===== src/rtl/conv_pkg.sv =====
// Shared definitions for the convolution datapath: pixel width, kernel size,
// patch width and the patch_gen FSM state type.
package conv_pkg;

  localparam int DATA_W  = 16;
  localparam int KSIZE   = 3;
  localparam int PATCH_W = KSIZE * KSIZE * DATA_W;

  typedef logic [0:0] state_t;
  localparam state_t PRIME  = 1'b0;
  localparam state_t STREAM = 1'b1;

endpackage


===== src/rtl/patch_gen_if.sv =====
// Pixel-in / patch-out handshake bundle for patch_gen. PATCH_ROW/PATCH_COL
// exist only when PATCH_GEN_POS_EN is defined.
interface patch_gen_if #(
  parameter int DATA_W = conv_pkg::DATA_W
);
  import conv_pkg::KSIZE;

  localparam int PW = KSIZE * KSIZE * DATA_W;

  logic              PIX_VALID;
  logic              PIX_READY;
  logic [DATA_W-1:0] PIX_DATA;
  logic              PATCH_VALID;
  logic              PATCH_READY;
  logic [PW-1:0]     PATCH;
  logic              FRAME_DONE;
`ifdef PATCH_GEN_POS_EN
  logic [15:0]       PATCH_ROW;
  logic [15:0]       PATCH_COL;

  // master: pixel source and patch sink; slave: patch_gen itself
  modport master (output PIX_VALID, PIX_DATA, PATCH_READY,
                  input  PIX_READY, PATCH_VALID, PATCH, FRAME_DONE, PATCH_ROW, PATCH_COL);
  modport slave  (input  PIX_VALID, PIX_DATA, PATCH_READY,
                  output PIX_READY, PATCH_VALID, PATCH, FRAME_DONE, PATCH_ROW, PATCH_COL);
`else
  modport master (output PIX_VALID, PIX_DATA, PATCH_READY,
                  input  PIX_READY, PATCH_VALID, PATCH, FRAME_DONE);
  modport slave  (input  PIX_VALID, PIX_DATA, PATCH_READY,
                  output PIX_READY, PATCH_VALID, PATCH, FRAME_DONE);
`endif

endinterface


===== src/rtl/patch_gen_line_buf.sv =====
// line_buf: DEPTH-deep delay line advancing on accept. dout_o is the word written
// DEPTH accepts ago and is prefetched so it is ready before the next accept.
module line_buf #(
  parameter int DEPTH  = 8,
  parameter int DATA_W = 16
) (
  input  logic              clk,
  input  logic              rst,
  input  logic              adv_i,
  input  logic [DATA_W-1:0] din_i,
  output logic [DATA_W-1:0] dout_o
);

  localparam int AW = $clog2(DEPTH);

  logic [DATA_W-1:0] mem [DEPTH];
  logic [AW-1:0]     ptr_q, ptr_d;
  logic [DATA_W-1:0] dout_q;

  assign ptr_d  = (ptr_q == AW'(DEPTH - 1)) ? '0 : ptr_q + 1'b1;
  assign dout_o = dout_q;

  always_ff @(posedge clk) begin
    if (adv_i) begin
      mem[ptr_q] <= din_i;
    end
  end

  // Reading the slot for the *next* accept keeps the read registered; it never
  // collides with the slot being written because DEPTH >= 3.
  always_ff @(posedge clk or posedge rst) begin
    if (rst) begin
      ptr_q  <= '0;
      dout_q <= '0;
    end else if (adv_i) begin
      ptr_q  <= ptr_d;
      dout_q <= mem[ptr_d];
    end
  end

endmodule


===== src/rtl/patch_gen.sv =====
// patch_gen: raster pixel stream -> 3x3 "valid" convolution patches for conv.
// Optional centre-coordinate outputs PATCH_ROW/PATCH_COL under PATCH_GEN_POS_EN.
module patch_gen #(
  parameter int IMG_W  = 8,
  parameter int IMG_H  = 8,
  parameter int DATA_W = conv_pkg::DATA_W
) (
  input  logic       CLK,
  input  logic       rst,
  patch_gen_if.slave bus
);
  import conv_pkg::KSIZE;
  import conv_pkg::state_t;
  import conv_pkg::PRIME;
  import conv_pkg::STREAM;

  localparam int KK = KSIZE * KSIZE;
  localparam int PW = KK * DATA_W;
  localparam int CW = $clog2(IMG_W);
  localparam int RW = $clog2(IMG_H);

  logic [CW-1:0]     col_q, col_d;
  logic [RW-1:0]     row_q, row_d;
  state_t            state_q, state_d;
  logic [DATA_W-1:0] win_q [KK];
  logic [DATA_W-1:0] win_d [KK];
  logic [DATA_W-1:0] new_col [KSIZE];
  logic [DATA_W-1:0] up1, up2;
  logic [PW-1:0]     patch_q, patch_d;
  logic              patch_valid_q, patch_valid_d, frame_done_q;
  logic              pix_ready, accept, col_last, row_last, emit;

  assign pix_ready = !patch_valid_q || bus.PATCH_READY;
  assign accept    = bus.PIX_VALID && pix_ready;
  assign col_last  = (col_q == CW'(IMG_W - 1));
  assign row_last  = (row_q == RW'(IMG_H - 1));
  assign emit      = accept && (state_q == STREAM) && (col_q >= CW'(2));

  assign bus.PIX_READY   = pix_ready;
  assign bus.PATCH_VALID = patch_valid_q;
  assign bus.PATCH       = patch_q;
  assign bus.FRAME_DONE  = frame_done_q;

  line_buf #(.DEPTH(IMG_W), .DATA_W(DATA_W)) u_lb1 (
    .clk(CLK), .rst(rst), .adv_i(accept), .din_i(bus.PIX_DATA), .dout_o(up1)
  );
  line_buf #(.DEPTH(IMG_W), .DATA_W(DATA_W)) u_lb2 (
    .clk(CLK), .rst(rst), .adv_i(accept), .din_i(up1), .dout_o(up2)
  );

  assign new_col[0] = up2;
  assign new_col[1] = up1;
  assign new_col[2] = bus.PIX_DATA;

  // win index = row*KSIZE + col; each accept shifts left and inserts the new column.
  genvar gi;
  generate
    for (gi = 0; gi < KK; gi++) begin : g_win
      if ((gi % KSIZE) == KSIZE - 1) begin : g_new
        assign win_d[gi] = new_col[gi / KSIZE];
      end else begin : g_shift
        assign win_d[gi] = win_q[gi + 1];
      end
      assign patch_d[PW-1-gi*DATA_W -: DATA_W] = win_d[gi];
    end
  endgenerate

  always_comb begin
    col_d   = col_q;
    row_d   = row_q;
    state_d = state_q;
    if (accept) begin
      if (col_last) begin
        col_d = '0;
        row_d = row_last ? '0 : row_q + 1'b1;
      end else begin
        col_d = col_q + 1'b1;
      end
      if (state_q == PRIME && row_q == RW'(1) && col_last) begin
        state_d = STREAM;
      end else if (state_q == STREAM && row_last && col_last) begin
        state_d = PRIME;
      end
    end
  end

  assign patch_valid_d = emit || (patch_valid_q && !bus.PATCH_READY);

  always_ff @(posedge CLK or posedge rst) begin
    if (rst) begin
      col_q         <= '0;
      row_q         <= '0;
      state_q       <= PRIME;
      patch_q       <= '0;
      patch_valid_q <= 1'b0;
      frame_done_q  <= 1'b0;
      for (int k = 0; k < KK; k++) begin
        win_q[k] <= '0;
      end
    end else begin
      col_q         <= col_d;
      row_q         <= row_d;
      state_q       <= state_d;
      patch_valid_q <= patch_valid_d;
      frame_done_q  <= accept && col_last && row_last;
      if (accept) begin
        for (int k = 0; k < KK; k++) begin
          win_q[k] <= win_d[k];
        end
      end
      if (emit) begin
        patch_q <= patch_d;
      end
    end
  end

`ifdef PATCH_GEN_POS_EN
  logic [15:0] patch_row_q, patch_col_q;

  always_ff @(posedge CLK or posedge rst) begin
    if (rst) begin
      patch_row_q <= '0;
      patch_col_q <= '0;
    end else if (emit) begin
      patch_row_q <= 16'(row_q) - 16'd1;
      patch_col_q <= 16'(col_q) - 16'd1;
    end
  end

  assign bus.PATCH_ROW = patch_row_q;
  assign bus.PATCH_COL = patch_col_q;
`endif

endmodule


===== src/flat_wrapper.sv =====
// flat-port wrapper written by rule: the top's interface ports become plain ports
module patch_gen_flat import conv_pkg::KSIZE; import conv_pkg::state_t; import conv_pkg::PRIME; import conv_pkg::STREAM;
#(
  parameter int IMG_W  = 8,
  parameter int IMG_H  = 8,
  parameter int DATA_W = conv_pkg::DATA_W
)
  (CLK, rst, bus_PIX_VALID, bus_PIX_DATA, bus_PATCH_READY, bus_PIX_READY, bus_PATCH_VALID, bus_PATCH, bus_FRAME_DONE);
  patch_gen_if #(.DATA_W(DATA_W)) bus_i ();
  input  logic CLK;
  input  logic rst;
  input wire logic [$bits(bus_i.PIX_VALID)-1:0] bus_PIX_VALID;
  input wire logic [$bits(bus_i.PIX_DATA)-1:0] bus_PIX_DATA;
  input wire logic [$bits(bus_i.PATCH_READY)-1:0] bus_PATCH_READY;
  output wire logic [$bits(bus_i.PIX_READY)-1:0] bus_PIX_READY;
  output wire logic [$bits(bus_i.PATCH_VALID)-1:0] bus_PATCH_VALID;
  output wire logic [$bits(bus_i.PATCH)-1:0] bus_PATCH;
  output wire logic [$bits(bus_i.FRAME_DONE)-1:0] bus_FRAME_DONE;
  assign bus_i.PIX_VALID = bus_PIX_VALID;
  assign bus_i.PIX_DATA = bus_PIX_DATA;
  assign bus_i.PATCH_READY = bus_PATCH_READY;
  assign bus_PIX_READY = bus_i.PIX_READY;
  assign bus_PATCH_VALID = bus_i.PATCH_VALID;
  assign bus_PATCH = bus_i.PATCH;
  assign bus_FRAME_DONE = bus_i.FRAME_DONE;
  patch_gen #(.IMG_W(IMG_W), .IMG_H(IMG_H), .DATA_W(DATA_W)) u_core (.CLK(CLK), .rst(rst), .bus(bus_i));
endmodule

===== config.mk =====
export PLATFORM = sky130hd
export DESIGN_NAME = patch_gen_flat
export DESIGN_NICKNAME = d
export VERILOG_FILES = /design/src/rtl/conv_pkg.sv /design/src/rtl/patch_gen_if.sv /design/src/rtl/patch_gen_line_buf.sv /design/src/rtl/patch_gen.sv /design/src/flat_wrapper.sv
export SDC_FILE = /design/constraint.sdc
export NUM_CORES = 1
export LEC_CHECK = 0
export ABC_AREA = 1
export CORE_MARGIN = 2
export CORE_UTILIZATION = 40
export CTS_BUF_LIST = sky130_fd_sc_hd__clkbuf_8 sky130_fd_sc_hd__clkbuf_16
export DETAILED_ROUTE_END_ITERATION = 6
export PLACE_DENSITY_LB_ADDON = 0.05
export SYNTH_ARGS = -nofsm -noshare
export SYNTH_HDL_FRONTEND = slang
export SYNTH_HIERARCHICAL = 1
export SYNTH_SLANG_ARGS = --single-unit

===== constraint.sdc =====
create_clock -name CLK -period 8.65 [get_ports CLK]
set_clock_uncertainty 0.15 [all_clocks]
set_input_delay 1.2975 -clock CLK [delete_from_list [all_inputs] [get_ports CLK]]
set_output_delay 1.2975 -clock CLK [all_outputs]
set_load 0.03 [all_outputs]

======== Word level (Yosys, flattened, before mapping) ========
Memory sizes are Yosys's and may differ from the RTL's. A register that Yosys moved wholly into a read port is not among the register bits.
Cells that the tools add are included.
storage, ports and cells
  bits in writable memories ............... 256
  word-level logic and storage cells ...... 52
  memories kept ........................... 2
  output and inout port bits .............. 147
  input port bits ......................... 20
  register bits ........................... 255
memories
  name              depth  bits a word  read ports  clocked after memory_dff  wr ports  line                      text
  u_core.u_lb1.mem  8      16           1           1                         1         patch_gen_line_buf.sv:16  logic [DATA_W-1:0] mem [DEPTH];
  u_core.u_lb2.mem  8      16           1           1                         1         patch_gen_line_buf.sv:16
operators by class
  add/subtract/negate cells ............... 4
  bitwise logic cells ..................... 1
  $lt $le $gt $ge ......................... 1
  equal/unequal tests ..................... 5
  muxes and demuxes ....................... 8
  reduce and logical (&&, ||, !) cells .... 17
operator list
  kind                                                                count
  adder 3 x 1 -> 3 bit (second input constant)                        4
  equality test 3 bit (second input constant)                         4
  two-way mux 3 bit                                                   4
  logical AND 1 bit                                                   10
  two-way mux 1 bit                                                   4
  AND reduction 2 bit                                                 2
  equality test 3 x 1 -> 1 bit (second input constant)                1
  greater-or-equal comparator 3 x 2 -> 1 bit (second input constant)  1
  zero test 1 bit                                                     2
  logical OR 1 bit                                                    2
  nonzero test 2 bit                                                  1
  inverter 1 bit                                                      1

======== Logic depth before layout (Yosys ltp) ========
Gate-level depths: netlist (run 1).
  word-level depth ........................ 6
  gate-level depth with buffers ........... 11
  mapped depth without buffers ............ 9

======== Cells and area by module ========
Netlist (run 1), hierarchy kept.
by module, submodules not included
  module     cells an instance  area each (µm²)  seq. area each (µm²)  times used
  line_buf   540                6004.5           4319.1                2
  patch_gen  1035               9621.7           6231.0                1

======== Worst setup path after synthesis (run 1) ========
Ideal clock, no wire load.
  path type ............................... input to register
  from .................................... in bus_PATCH_READY
  to ...................................... mem u_core.u_lb2.mem[0][0] (enable)
  path slack .............................. 5150 ps
  stages on the path ...................... 8
  arrival time ............................ 2961 ps
  library setup time ...................... 388 ps
  required time ........................... 8112 ps
  buffers on the path ..................... 4
  cell sequence ........................... inv_1 -> a21oi_2 -> buf_4 -> buf_2 -> buf_2 -> buf_4 -> nand2_1 -> nor2_1
on the way
  cells in the longest elaborated chain, start to end .. 4
RTL lines
  element                                  line                      text
  start, declared                          flat_wrapper.sv:14        input wire logic [$bits(bus_i.PATCH_READY)-1:0] bus_PATCH_READY;
  logical OR 1 bit                         patch_gen.sv:33           assign pix_ready = !patch_valid_q || bus.PATCH_READY;
  logical AND 1 bit                        patch_gen.sv:34           assign accept = bus.PIX_VALID && pix_ready;
  named net u_core.accept                  patch_gen.sv:31           logic pix_ready, accept, col_last, row_last, emit;
  two-way mux 1 bit                        patch_gen_line_buf.sv:24  if (adv_i) begin
  two-way mux 1 bit (not written as such)  patch_gen_line_buf.sv:25  mem[ptr_q] <= din_i;
  end, declared                            patch_gen_line_buf.sv:16
The timed path passes the listed nets, and every way through them passes these cells.

======== Worst setup path after layout (run 1) ========
  from .................................... in bus_PATCH_READY
  to ...................................... out bus_PIX_READY
on the way
  cells in the longest elaborated chain, start to end .. 1
RTL lines
  element           line                text
  logical OR 1 bit  patch_gen.sv:33
  end, declared     flat_wrapper.sv:15  output wire logic [$bits(bus_i.PIX_READY)-1:0] bus_PIX_READY;
Every way passes these cells.

==> run_results.csv, run 1 <==
group,metric,value,unit
cells_and_area,final_cell_area,25800,µm²
routing,drc,0,
global_routing,grtUsageMet1,27.0,%
logic_synthesis,ys_types,22,
placed_design,place.port_buffers,166,
power_and_ir_drop,powerDensity,389,nW/µm²
cells_and_area,nNetsFinal,2287,
cells_and_area,syn2layout_area_growth,19.5,%
die,start_util,40.4,%
clocking,cts_setup_buffers,0,
timing,grt_setup_unrepaired,"false",
critical_path,cp.depth,4,
logic_synthesis,yosys_warnings,6,
clocking,root_buffer,"clkbuf_16",
timing,setup-tns-final,0,ps
critical_path,slowest_delay,700,ps
critical_path,path_cells,"clkdlybuf4s50_1 > inv_1 > nand2_1 > clkdlybuf4s50_1",
critical_path,worstSetupStartpointType,"input port",
critical_path,critPathSlowestCell,"clkdlybuf4s50_1",
timing,period_needed,4120,ps
logic_synthesis,netlist_area,21600,µm²
critical_path,crit_arrival,2680,ps
critical_path,cp_top_family,"buffers and inverters",
cells_and_area,drive_gt1_share,6.11,%
global_routing,grt_pass1_vias,14700,
clocking,htree_levels,2,
placed_design,placed_cell_area,23800,µm²
global_routing,globalRouteOverflowTotal,0,
placed_design,hpwlAfterDp,34.9,mm
logic_synthesis,yosysTopAreaCell,"edfxtp_1",
timing,maxSlewHeadroom,19.9,%
logic_synthesis,synth_area_leaders,"edfxtp_1 (36%), dfrtp_1 (33%), nand2_1 (13%), nand3_1 (7.8%), inv_1 (3.4%)",
clocking,cts_resized,0,
logic_synthesis,synth.most_common_cell,"nand2_1",
clocking,clkTransAtPathRegs,60,ps
die,core-area,53600,µm²
logic_synthesis,synth_ff_type,"dfrtp_1",
global_routing,use_met3,3.91,%
logic_synthesis,syn_inst,2115,
hold_path,holdPathStages,2,
power_and_ir_drop,total_power,10.1,mW
routing,drt-pass1-iter-count,5,
timing,slew_violations,0,
logic_synthesis,syn-num-nets,2145,
cells_and_area,diodes,0,
routing,drt_iter0_markers,1074,
logic_synthesis,ys_top_cells_by_count,"nand2_1 (774), nand3_1 (337), dfrtp_1 (287)",
routing,vias,14700,
run_status,status,"finished clean",
logic_synthesis,async_flop_share,52.9,%
global_routing,grt_usage,20.7,%
timing,setup_viol,0,
logic_synthesis,yosysSeqAreaShare,68.7,%
critical_path,r2r_cells,7,
die,ios,167,
clocking,clkSinkCount,543,
die,placementRows,85,
clocking,hold_buffers,0,
logic_synthesis,synth-edff-count,256,
timing,worst_pin_slew,1200,ps
global_routing,grt_pass1_wl,88.7,mm
critical_path,cp_common_cell,"clkdlybuf4s50_1",
routing,viasPerCell,4.91,
critical_path,endpoint_kind,"output port",
die,fp.dieH,237,µm
timing,fmax,242,MHz
run,drv_cap,0,
global_routing,grt_max_degree,177,
routing,route.detailed.wl_per_inst,19.1,µm
hold_path,hold_class,"reg -> reg",
critical_path,crit_fanout,5,
clocking,clock_latency,610,ps
placed_design,place_congestion,0.778,
logic_synthesis,syn_area_per_cell,10.2,µm²
critical_path,worstPathRequired,7200,ps
logic_synthesis,synth.top_cell.area_share,35.5,%
global_routing,grt_use_met2,35.3,%
routing,totalWireLength,57.4,mm
clocking,cts_buffers,59,
power_and_ir_drop,power_leakage,11.8,nW
clocking,cts_tree,"yes",
power_and_ir_drop,irDropWorstVdd,0.200,mV
logic_synthesis,ys_ff_latch,543,
routing,drtAntennaViolNets,0,
timing,fin_crit_sh,47.7,%
critical_path,critPathBufInv,3,
global_routing,antenna_found_initial,1,
die,die_area,56000,µm²
critical_path,criticalPathCategory,"in -> out",
die,die_w,237,µm
global_routing,grt.busiest_layer,"met2",
timing,hold_viol,0,
clocking,cts.path.max_buffers,3,
-- layout make-up --
class,count,area [µm²]
Fill cell,5047,27800
Sequential cell,543,14900
Multi-Input combinational cell,1258,5440
Timing Repair Buffer,196,1910
Clock buffer,70,1650
Tap cell,696,871
Inverter,199,754
Clock inverter,42,352
-- worst paths after layout --
check,to,startpoint,slack (ps)
setup / recovery,bus_PIX_READY,bus_PATCH_READY,4530
hold / removal,u_core/bus.PATCH[31],u_core/bus.PATCH[31],320
setup reg to reg,u_core/u_lb2/dout_o[0],u_core/bus.PATCH_VALID,5610
hold reg to reg,u_core/bus.PATCH[31],u_core/bus.PATCH[31],320
max in group asynchronous,u_core/patch_d[36],rst,5730
min in group asynchronous,u_core/bus.PATCH[51],rst,1230
-- logic make-up after synthesis --
kind of cell	Yosys count	synth area share [%]
fa+ha+maj	10	0.578
flops	543	68.7
simple gates	1143	22.0
buf+inv	314	6.28
compound gates	105	2.45
-- cells in the final DEF, fill, tap and decap left out, types with 10 or more instances in the layout --
| master | netlist | final |
|---|---|---|
| ha_1 | 10 | 10 |
| inv_1 | 195 | 211 |
| o21ai_0 | 100 | 100 |
| dfrtp_1 | 287 | 287 |
| nor2_1 | 21 | 18 |
| buf_4 | 8 | 28 |
| nand3_1 | 337 | 337 |
| clkbuf_16 | 0 | 61 |
| nand2_1 | 774 | 773 |
| clkdlybuf4s50_1 | 0 | 166 |
| clkinv_2 | 0 | 15 |
| edfxtp_1 | 256 | 256 |
-- flip-flops by register name, indices dropped and copies added (netlist names) --
| register | count |
|---|---|
| u_core/bus.FRAME_DONE | 1 |
| u_core/bus.PATCH | 144 |
| u_core/bus.PATCH_VALID | 1 |
| u_core/col_q | 3 |
| u_core/patch_d | 96 |
| u_core/row_q | 3 |
| u_core/state_q | 1 |
| u_core/u_lb1/dout_o | 16 |
| u_core/u_lb1/mem | 128 |
| u_core/u_lb1/ptr_q | 3 |
| u_core/u_lb2/dout_o | 16 |
| u_core/u_lb2/mem | 128 |
| u_core/u_lb2/ptr_q | 3 |
-- power breakdown --
group	leakage [nW]	internal, mW	switching (mW)
Combinational	4.70	1.10	2.29
Clock	1.06	1.53	1.03
Sequential	6.02	3.52	0.600
Total	11.8	6.14	3.92
-- worst min-delay path, delay by kind of cell (launching register included) --
kind / cells / cell delay (ps)
flip-flops: 1 / 340
AND/OR/NAND/NOR: 2 / 100
-- per-stage QoR --
stage	utilization, %	setup slack (ps)	cells	hold WS, ps
final	48.2	4530	3004	318
after global routing	48.2	4470	3004	332
after CTS	48.2	4520	3004	324
after detailed placement	44.5	4140	2892	308
after global placement	44.5	4140	2892	304
after floorplan	-	359	2115	304
-- layer usage --
layer,share of wire (%),wire length [µm]
met2,49,28400
met5,0,0
met1,43,24700
met3,5.1,2940
met4,2.4,1380
No activity file was read; power rests on OpenSTA's default activity.
==> run 2: changes to the inputs <==
clock period = 4 ns   (was 8.65 ns; I/O delays follow)
==> run_results.csv, run 2 (synthesized netlist as in run 1, its figures left out) <==
group,metric,value,unit
clocking,cts_buffers,58,
clocking,cts_setup_buffers,0,
timing,hold_viol,0,
run,drv_cap,0,
timing,slew_violations,0,
critical_path,crit_arrival,1980,ps
cells_and_area,nNetsFinal,2300,
clocking,cts.path.max_buffers,3,
die,ios,167,
routing,drt-pass1-iter-count,5,
die,die_area,56000,µm²
hold_path,holdPathStages,2,
power_and_ir_drop,power_leakage,11.8,nW
power_and_ir_drop,power_frac_clock,24.7,%
clocking,clkSinkCount,543,
placed_design,place_congestion,0.773,
critical_path,crit_fanout,5,
die,fp.dieH,237,µm
critical_path,worstSetupStartpointType,"input port",
power_and_ir_drop,switching_share,39.2,%
cells_and_area,largest_reg_flops,144,
global_routing,grt_pass1_vias,14900,
clocking,hold_buffers,0,
cells_and_area,syn2layout_area_growth,20.1,%
placed_design,place.port_buffers,166,
cells_and_area,layout_common_cells,"nand2_1 (773), nand3_1 (337), dfrtp_1 (287)",
clocking,clock_latency,630,ps
placed_design,dp_cells,2905,
routing,drtAntennaViolNets,0,
die,start_util,40.4,%
clocking,cts_resized,0,
routing,drt_iter0_markers,1131,
die,placementRows,85,
power_and_ir_drop,p_sw,8.47,mW
global_routing,antenna_found_initial,0,
global_routing,grt_pass1_wl,89.7,mm
critical_path,criticalPathCategory,"in -> out",
global_routing,globalRouteOverflowTotal,0,
power_and_ir_drop,irDropWorstVdd,0.413,mV
critical_path,worstPathRequired,3250,ps
timing,worst_pin_slew,1100,ps
cells_and_area,final_common_cell,"nand2_1",
run_status,status,"finished clean",
cells_and_area,final_cell_count_no_fill,3016,
clocking,htree_levels,2,
power_and_ir_drop,powerDensity,832,nW/µm²
global_routing,grt_max_degree,121,
timing,maxSlewHeadroom,26.5,%
power_and_ir_drop,total_power,21.6,mW
power_and_ir_drop,p_seq_share,40.9,%
clocking,cts_tree,"yes",
cells_and_area,fillers,5007,
placed_design,hpwlAfterDp,36.0,mm
hold_path,hold_class,"reg -> reg",
critical_path,endpoint_kind,"output port",
timing,fmax,366,MHz
die,core-area,53600,µm²
timing,period_needed,2730,ps
routing,vias,14800,
routing,route.detailed.wl_per_inst,19.2,µm
clocking,root_buffer,"clkbuf_16",
critical_path,crit_path_start,"bus_PATCH_READY",
timing,fin_hold_ws,320,ps
critical_path,r2r_start,"u_core/u_lb1/ptr_q[0]",
routing,totalWireLength,57.9,mm
timing,fin_crit_sh,68.3,%
critical_path,r2r_cells,9,
routing,drc,0,
die,die_w,237,µm
power_and_ir_drop,p_int,13.1,mW
cells_and_area,drive_gt1_share,6.73,%
timing,setup_viol,0,
power_and_ir_drop,comb_power_share,34.4,%
timing,setup-tns-final,0,ps
timing,grt_setup_unrepaired,"false",
clocking,clkTransAtPathRegs,60,ps
critical_path,rr_endpoint,"u_core/u_lb1/dout_o[14]",
routing,viasPerCell,4.91,
critical_path,rrSetupSlack,1340,ps
critical_path,endpoint,"bus_PIX_READY",
global_routing,grt_usage,20.9,%
-- run 2: cell types whose count changed in the layout (fill, tap and decap cells not counted), moves of 2 or more --
| cell | change |
|---|---|
| buf_12 | +9 |
| clkinv_2 | +2 |
| inv_1 | -6 |
| clkinvlp_4 | +4 |
| bufinv_16 | -3 |
| buf_4 | +5 |
-- run 2: worst max-delay path, cell delays in order --
cell and delay, ps:
clkdlybuf4s50_1 450, inv_1 70, nand2_1 160, clkdlybuf4s50_1 700
-- run 2: metal layers --
layer,wire [µm],GRT usage [%]
met5,0,0
met4,1490,6.52
met3,2500,3.65
met2,28400,35.3
met1,25500,27.7
-- run 2: power groups by stage --
stage / combinational, mW / sequential (mW) / clock (mW)
global placement: 7.48 / 8.95 / 0
detailed placement: 7.53 / 8.97 / 0
global route: 8.23 / 9.03 / 5.68
finish: 7.45 / 8.84 / 5.33
floorplan: 3.70 / 9.56 / 0
CTS: 7.56 / 8.89 / 5.48
-- run 2: worst min-delay path by stage --
stage                              start                   end
global placement     u_core/bus.PATCH[4]   u_core/bus.PATCH[4]
floorplan            u_core/patch_d[128]   u_core/patch_d[128]
finish              u_core/bus.PATCH[46]  u_core/bus.PATCH[46]
CTS                 u_core/bus.PATCH[46]  u_core/bus.PATCH[46]
detailed placement  u_core/bus.PATCH[46]  u_core/bus.PATCH[46]
global route        u_core/bus.PATCH[18]  u_core/bus.PATCH[18]
-- run 2: final cells by class --
| cell class | instances | area [µm²] | share of cell area [%] |
|---|---|---|---|
| clock inverters | 39 | 283 | 1.09 |
| diodes | 1 | 2.50 | 0.00963 |
| multi-input cells | 1258 | 5430 | 20.9 |
| inverters | 199 | 751 | 2.89 |
| clock buffers | 70 | 1640 | 6.31 |
| well taps | 696 | 871 | 3.35 |
| flip-flops and latches | 543 | 14900 | 57.2 |
| repair buffers | 210 | 2130 | 8.20 |
-- run 2: per-stage QoR --
step / instance area, µm² / setup slack (ps) / utilization [%]
5_1_grt: 26000 / 1160 / 48.5
4_1_cts: 26000 / 1150 / 48.4
6_report: 26000 / 1270 / 48.5
3_5_place_dp: 24000 / 795 / 44.8
3_3_place_gp: 24000 / 825 / 44.8
2_1_floorplan: 21600 / -23.7 / -
